<file path="src/rtl/hazard_scoreboard_if.sv">
// Decode-side scoreboard bundle: ID-stage request fields plus the
// stall/bubble decision and scoreboard status returned to the pipeline.
interface hazard_scoreboard_if #(
  parameter int DEPTH = 3,
  parameter int CNT_W = 16
);
  logic             id_valid;
  logic [4:0]       rs;
  logic [4:0]       rt;
  logic             use_rs;
  logic             use_rt;
  logic [4:0]       id_rw;
  logic             id_reg_write;
  logic             flush;
  logic             stall;
  logic             bubble;
  logic [DEPTH-1:0] pend_valid;
  logic [CNT_W-1:0] stall_cnt;

  // Decode stage side: presents the instruction, receives the decision.
  modport master (
    output id_valid, rs, rt, use_rs, use_rt, id_rw, id_reg_write, flush,
    input  stall, bubble, pend_valid, stall_cnt
  );

  // Scoreboard side.
  modport slave (
    input  id_valid, rs, rt, use_rs, use_rt, id_rw, id_reg_write, flush,
    output stall, bubble, pend_valid, stall_cnt
  );
endinterface

</file>
<file path="src/rtl/hazard_scoreboard.sv">
// RAW-hazard scoreboard for a pipeline without forwarding. Tracks the
// destination register of each instruction in the DEPTH post-ID stages
// (slot 0 = EX, slot DEPTH-1 = WB) and stalls the decoding instruction
// while any of its sources is still pending write.
// Optional: define HAZARD_WB_SPLIT_EN when the register file writes in the
// first half-cycle and reads in the second; the WB slot then no longer
// causes a hazard but is still tracked and reported.
module hazard_scoreboard #(
  parameter int DEPTH = 3,
  parameter int CNT_W = 16
) (
  input logic                i_clock,
  input logic                i_reset,   // active low, asynchronous
  hazard_scoreboard_if.slave sb
);

`ifdef HAZARD_WB_SPLIT_EN
  localparam int NCMP = DEPTH - 1;
`else
  localparam int NCMP = DEPTH;
`endif

  logic [DEPTH-1:0] r_v;
  logic [4:0]       r_rd [DEPTH];
  logic [CNT_W-1:0] r_cnt;

  logic w_hit_rs;
  logic w_hit_rt;
  logic w_stall;
  logic w_load;

  // Compare both sources against every slot that can still cause a hazard.
  always_comb begin
    w_hit_rs = 1'b0;
    w_hit_rt = 1'b0;
    for (int i = 0; i < NCMP; i++) begin
      if (r_v[i] && (r_rd[i] == sb.rs)) w_hit_rs = 1'b1;
      if (r_v[i] && (r_rd[i] == sb.rt)) w_hit_rt = 1'b1;
    end
    // r0 is hardwired; it is never pending.
    if (sb.rs == 5'd0) w_hit_rs = 1'b0;
    if (sb.rt == 5'd0) w_hit_rt = 1'b0;
  end

  // Gating with reset makes stall/bubble fall immediately on reset assertion.
  assign w_stall = i_reset & sb.id_valid & ~sb.flush &
                   ((sb.use_rs & w_hit_rs) | (sb.use_rt & w_hit_rt));

  // Stalled or flushed instructions enter ID/EX as bubbles: nothing recorded.
  assign w_load = sb.id_valid & sb.id_reg_write & ~w_stall & ~sb.flush &
                  (sb.id_rw != 5'd0);

  // Slot pipeline mirroring EX/MEM/WB; the oldest entry drops off past WB.
  always_ff @(posedge i_clock or negedge i_reset) begin
    if (!i_reset) begin
      r_v <= '0;
      for (int i = 0; i < DEPTH; i++) r_rd[i] <= 5'd0;
    end else begin
      r_v     <= (r_v << 1) | DEPTH'(w_load);
      r_rd[0] <= sb.id_rw;
      for (int i = 1; i < DEPTH; i++) r_rd[i] <= r_rd[i-1];
    end
  end

  // Saturating count of stalled cycles.
  always_ff @(posedge i_clock or negedge i_reset) begin
    if (!i_reset) begin
      r_cnt <= '0;
    end else if (w_stall && (r_cnt != {CNT_W{1'b1}})) begin
      r_cnt <= r_cnt + CNT_W'(1);
    end
  end

  assign sb.stall      = w_stall;
  assign sb.bubble     = i_reset & (w_stall | sb.flush);
  assign sb.pend_valid = r_v;
  assign sb.stall_cnt  = r_cnt;

endmodule

</file>
<file path="src/flat_wrapper.sv">
// flat-port wrapper written by rule: the top's interface ports become plain ports
module hazard_scoreboard_flat 
#(
  parameter int DEPTH = 3,
  parameter int CNT_W = 16
)
  (i_clock, i_reset, sb_id_valid, sb_rs, sb_rt, sb_use_rs, sb_use_rt, sb_id_rw, sb_id_reg_write, sb_flush, sb_stall, sb_bubble, sb_pend_valid, sb_stall_cnt);
  hazard_scoreboard_if #(.DEPTH(DEPTH), .CNT_W(CNT_W)) sb_i ();
  input logic i_clock;
  input logic i_reset;
  input wire logic [$bits(sb_i.id_valid)-1:0] sb_id_valid;
  input wire logic [$bits(sb_i.rs)-1:0] sb_rs;
  input wire logic [$bits(sb_i.rt)-1:0] sb_rt;
  input wire logic [$bits(sb_i.use_rs)-1:0] sb_use_rs;
  input wire logic [$bits(sb_i.use_rt)-1:0] sb_use_rt;
  input wire logic [$bits(sb_i.id_rw)-1:0] sb_id_rw;
  input wire logic [$bits(sb_i.id_reg_write)-1:0] sb_id_reg_write;
  input wire logic [$bits(sb_i.flush)-1:0] sb_flush;
  output wire logic [$bits(sb_i.stall)-1:0] sb_stall;
  output wire logic [$bits(sb_i.bubble)-1:0] sb_bubble;
  output wire logic [$bits(sb_i.pend_valid)-1:0] sb_pend_valid;
  output wire logic [$bits(sb_i.stall_cnt)-1:0] sb_stall_cnt;
  assign sb_i.id_valid = sb_id_valid;
  assign sb_i.rs = sb_rs;
  assign sb_i.rt = sb_rt;
  assign sb_i.use_rs = sb_use_rs;
  assign sb_i.use_rt = sb_use_rt;
  assign sb_i.id_rw = sb_id_rw;
  assign sb_i.id_reg_write = sb_id_reg_write;
  assign sb_i.flush = sb_flush;
  assign sb_stall = sb_i.stall;
  assign sb_bubble = sb_i.bubble;
  assign sb_pend_valid = sb_i.pend_valid;
  assign sb_stall_cnt = sb_i.stall_cnt;
  hazard_scoreboard #(.DEPTH(DEPTH), .CNT_W(CNT_W)) u_core (.i_clock(i_clock), .i_reset(i_reset), .sb(sb_i));
endmodule
</file>
<file path="config.mk">
export PLATFORM = sky130hd
export DESIGN_NAME = hazard_scoreboard_flat
export DESIGN_NICKNAME = d
export VERILOG_FILES = /design/src/rtl/hazard_scoreboard_if.sv /design/src/rtl/hazard_scoreboard.sv /design/src/flat_wrapper.sv
export SDC_FILE = /design/constraint.sdc
export NUM_CORES = 1
export LEC_CHECK = 0
export CAP_MARGIN = 40
export CORE_UTILIZATION = 45
export DETAILED_ROUTE_END_ITERATION = 10
export GPL_TIMING_DRIVEN = 0
export PLACE_DENSITY = 0.75
export SYNTH_ARGS = -nofsm -noshare
export SYNTH_HDL_FRONTEND = slang
export SYNTH_SLANG_ARGS = --single-unit
</file>
<file path="constraint.sdc">
create_clock -name i_clock -period 2.7 [get_ports i_clock]
set_input_delay 0.54 -clock i_clock [delete_from_list [all_inputs] [get_ports i_clock]]
set_output_delay 0.54 -clock i_clock [all_outputs]
set_load 0.005 [all_outputs]
</file>
# Yosys cells after proc, flatten, opt, wreduce, memory -nomap -nowiden
# Cells that the tools add are included.
[classes]
n_bitwise = 15
reduce_logical = 10
n_eq_ne = 7
muxes = 8
n_addsub = 1
[ops]
columns = ["op", "n"]
rows = [
  ["== test 5 bit", 6],
  ["adder 16 x 1 -> 16 bit, second input constant", 1],
  ["inequality test 16 bit, second input constant", 1],
  ["AND 1 bit", 10],
  ["zero test 5 bit", 2],
  ["2-to-1 mux 1 bit", 8],
  ["logical AND 1 bit", 7],
  ["nonzero test 5 bit", 1],
  ["OR 3 x 1 -> 3 bit", 1],
  ["NOT 1 bit", 2],
  ["OR 1 bit", 2],
]
[word_totals]
regBits = 34
out_inout_bits = 21
input_bits = 22
wordCells = 46

# Logic depth before layout (Yosys ltp)
[depth]
depth_word = 14
depth_mapped = 8
ltp_nobuf = 7

# Least setup slack after synthesis
# Ideal clock, no wire load.
[synth_timing]
kind = "input port to output port"
startpoint = "in sb_rt[1]"
endpoint = "out sb_bubble"
required_time_ns = 2.160
cell_stages = 6
path_slack_ns = 0.344
t_arrival_ns = 1.816
n_path_buf = 0
path_cell_list = "or4_1 -> o21ai_0 -> a31oi_1 -> nor2_1 -> nor2b_1 -> o21a_1"
[synth_between]
elab_chain_len = 11
elab_cells_between_ends = 16
cone_classes = "3 x eq/ne; 4 x mux; 5 x bitwise; 4 x reduce/logical"
[synth_rtl]
columns = ["item", "line", "text"]
rows = [
  ["start, declared", "flat_wrapper.sv:13", "input wire logic [$bits(sb_i.rt)-1:0] sb_rt;"],
  ["== test 5 bit", "hazard_scoreboard.sv:38", "if (r_v[i] && (r_rd[i] == sb.rt)) w_hit_rt = 1'b1;"],
  ["logical AND 1 bit", "hazard_scoreboard.sv:38", ""],
  ["2-to-1 mux 1 bit (3 in a row)", "hazard_scoreboard.sv:38", ""],
  ["2-to-1 mux 1 bit (*)", "hazard_scoreboard.sv:42", "if (sb.rt == 5'd0) w_hit_rt = 1'b0;"],
  ["AND 1 bit (*)", "hazard_scoreboard.sv:47", "((sb.use_rs & w_hit_rs) | (sb.use_rt & w_hit_rt));"],
  ["OR 1 bit (*)", "hazard_scoreboard.sv:47", ""],
  ["AND 1 bit (*)", "hazard_scoreboard.sv:46", "assign w_stall = i_reset & sb.id_valid & ~sb.flush &"],
  ["OR 1 bit (*)", "hazard_scoreboard.sv:75", "assign sb.bubble = i_reset & (w_stall | sb.flush);"],
  ["AND 1 bit (*)", "hazard_scoreboard.sv:75", ""],
  ["end, declared", "flat_wrapper.sv:20", "output wire logic [$bits(sb_i.bubble)-1:0] sb_bubble;"],
]
# Mark *: on every way between the ends. The rest lies on a longest branch, timed or not.

# Final worst setup path
[layout_timing]
startpoint = "in sb_rs[2]"
endpoint = "out sb_bubble"
[layout_between]
elab_chain_len = 11
elab_cells_between_ends = 16
cone_classes = "3 x eq/ne; 4 x mux; 5 x bitwise; 4 x reduce/logical"
[layout_rtl]
columns = ["item", "line", "text"]
rows = [
  ["start, declared", "flat_wrapper.sv:12", "input wire logic [$bits(sb_i.rs)-1:0] sb_rs;"],
  ["== test 5 bit", "hazard_scoreboard.sv:37", "if (r_v[i] && (r_rd[i] == sb.rs)) w_hit_rs = 1'b1;"],
  ["logical AND 1 bit", "hazard_scoreboard.sv:37", ""],
  ["2-to-1 mux 1 bit (3 in a row)", "hazard_scoreboard.sv:37", ""],
  ["2-to-1 mux 1 bit (*)", "hazard_scoreboard.sv:41", "if (sb.rs == 5'd0) w_hit_rs = 1'b0;"],
  ["AND 1 bit (*)", "hazard_scoreboard.sv:47", ""],
  ["OR 1 bit (*)", "hazard_scoreboard.sv:47", ""],
  ["AND 1 bit (*)", "hazard_scoreboard.sv:46", ""],
  ["OR 1 bit (*)", "hazard_scoreboard.sv:75", ""],
  ["AND 1 bit (*)", "hazard_scoreboard.sv:75", ""],
]
# Marks and branches as above.

==> metrics <==
status=finished clean; final wirelength=3.78 mm; CTS tree=yes; setup_tns=0 ps; EDFF count, synth=0; WP data required=between 2000 and 2500 ps; clock sinks=34; Final min period=around 2700 ps; Placement Cell Area=about 2100 sq um; Final Max Slew Viols=0; port bufs=between 40 and 50; worst slew pin tran=~760 ps; Syn Area/Cell=11.1 sq um; CTS root buffer=clkbuf_4; core area=between 3000 and 4000 sq um; layout cells sized above 1=0.196; Post-Synthesis Cells=~150; VDD IR-drop max=326 uV; Antenna Cells=0; Post-CTS Hold Buffers=0; Primary FF master, synth=dfrtp_1; antenna violations before repair=0; Routed Antenna Nets=0; dpl ws=-887 ps; syn nets=170; Pwr Density=437 nW/um^2; Reg clk slew, reported paths=approximately 110 ps; DP Wirelength=2.78 mm; WL/cell=15.1 microns; total track usage=0.221; Final Skew=about 13 ps; Initial DRC Count=between 40 and 50; drt pass-1 iters=4; global route overflow=0; placed cells=approximately 240; RSZ-0062 raised after global routing=true; vias in the first global route=between 1000 and 1500; top cells by count, synth=dfrtp_1, xor2_1, nand3_1; DRC violations left=0; fin util=0.667; Arr. time, crit path=~2100 ps; worst-path fanout max=4; vias after detailed routing=approximately 1300; Rel. slew slack=0.496; critical path class=in -> out; area leader, netlist=dfrtp_1; final setup vio count=0; FMAX=around 380 MHz; RePlAce Congestion=between 0.8 and 0.9; Num CTS Buffers=5; initial core utilization=0.479; synth warn=0; Tcrit/Tclk final=0.987; Cell Rows=21; hold crit path type=in -> async; post-synth design cell area=1640 sq um; post-route setup slack=approximately 35 ps; Final Hold Fails=0; Worst-Skew Late Latency=330 ps; CTS max path bufs=2; fillers=around 270; crit path capture type=output pin; non-filler cells, final=between 200 and 300; Pleak=~1 nW; Startpoint Class=input port; Synth cell types=26; via density per instance=~5.4; Syn-to-layout area delta=39.2%; Yosys reg bits=34; top cell type's share of synthesized area=0.520; max cap viols=0; H-tree lvl count=2; IO Pins=between 40 and 50; Final Cell Area=2280 sq um; die area=slightly below 4000 sq um; async set-reset flop share out of synthesis=1.00; sequential share of the synthesized area=0.520; synth top area cells=dfrtp_1, xor2_1, xnor2_1, nor4_1, nand3_1; first-pass GRT wire length=around 6.6 mm; largest net degree at the start of global routing=37; NumNets Final=226; Die H=62.3 microns; die width=62.3 microns
==> where the power goes <==
group | internal (W) | leakage (nW) | switching, W | total [W]
combinational | 0.0000588 | 0.532 | 0.0000566 | 0.000115
sequential | 0.000524 | 0.423 | 0.0000166 | 0.000540
clock | 0.000178 | 0.0446 | 0.000163 | 0.000341
total | 0.000761 | 0.999 | 0.000236 | 0.000996
==> final timing paths <==
check	startpoint	to	slack [ps]	cells past startpoint
max in group asynchronous	i_reset	u_core.r_rd[8]	1940	1
hold reg to reg	u_core.r_rd[12]	u_core.r_rd[7]	440	0
hold / removal	i_reset	u_core.r_rd[7]	270	1
setup reg to reg	u_core.r_rd[8]	u_core.sb.stall_cnt[9]	280	10
setup / recovery	sb_rs[2]	sb_bubble	40	8
min in group i_clock	u_core.r_rd[12]	u_core.r_rd[7]	440	0
==> state kept, by name, summed over array words and instances, names as in the netlist <==
name                  count
u_core.sb.stall_cnt      16
u_core.sb.pend_valid      3
u_core.r_rd              15
==> per-stage QoR <==
step / hold slack [ps] / power, W
6_report: 274 / 0.000996
5_1_grt: 305 / 0.00105
4_1_cts: 280 / 0.00101
3_5_place_dp: 424 / 0.000660
3_3_place_gp: 422 / 0.000655
2_1_floorplan: 244 / 0.000588
==> cells in the final DEF, fill, tap and decap left out, types with 4 or more instances in the layout <==
master,instances
dfrtp_1,34
nand3_1,12
xor2_1,34
clkbuf_2,6
clkbuf_4,5
inv_1,5
clkdlybuf4s50_1,29
nor4_1,7
buf_4,7
xnor2_1,11
nand2_1,4
nor2_1,7
nor3_1,5
clkdlybuf4s15_2,4
==> logic make-up (layout without fill, tap and decap cells) <==
kind of cell    after synthesis  after routing  share of synthesized area
simple gates                 51             51                      0.167
xor+xnor                     45             45                      0.241
flops                        34             34                      0.520
compound gates                9              9                     0.0390
buf+inv                       6             63                     0.0183
fa+ha+maj                     1              1                    0.00764
mux                           1              1                    0.00688
==> layout make-up <==
| cell class | instances | area (sq um) | area share |
|---|---|---|---|
| multi-input combinational | 107 | 825 | 0.362 |
| buffer | 1 | 11.3 | 0.00494 |
| inverter | 5 | 18.8 | 0.00824 |
| clock buffer | 8 | 78.8 | 0.0346 |
| timing repair buffer | 49 | 437 | 0.192 |
| tap | 46 | 57.6 | 0.0253 |
| sequential | 34 | 851 | 0.373 |
==> layer usage <==
layer  vias to the layer above  track usage  part of all wire
li1                        624            -                 -
met2                        52        0.357              0.49
met1                       658        0.290              0.44
met5                         -            0                 0
met4                         0        0.102             0.018
met3                         7       0.0404             0.053
==> timing repair <==
item,CTS,global route
hold endpoints to repair,0,0
setup buffers,3,4
gates resized for setup,36,14
pin swaps,13,8
endpoints found under the setup margin,2,2
==> worst max-delay path, cell delays in order <==
cell and delay, ps:
dlygate4sd2_1 310, or4_1 540, o21ai_2 200, a31oi_4 60, nor2_4 150, nor2b_2 60
o21a_1 170, clkbuf_2 110
Power figures use the tool's default switching activity.
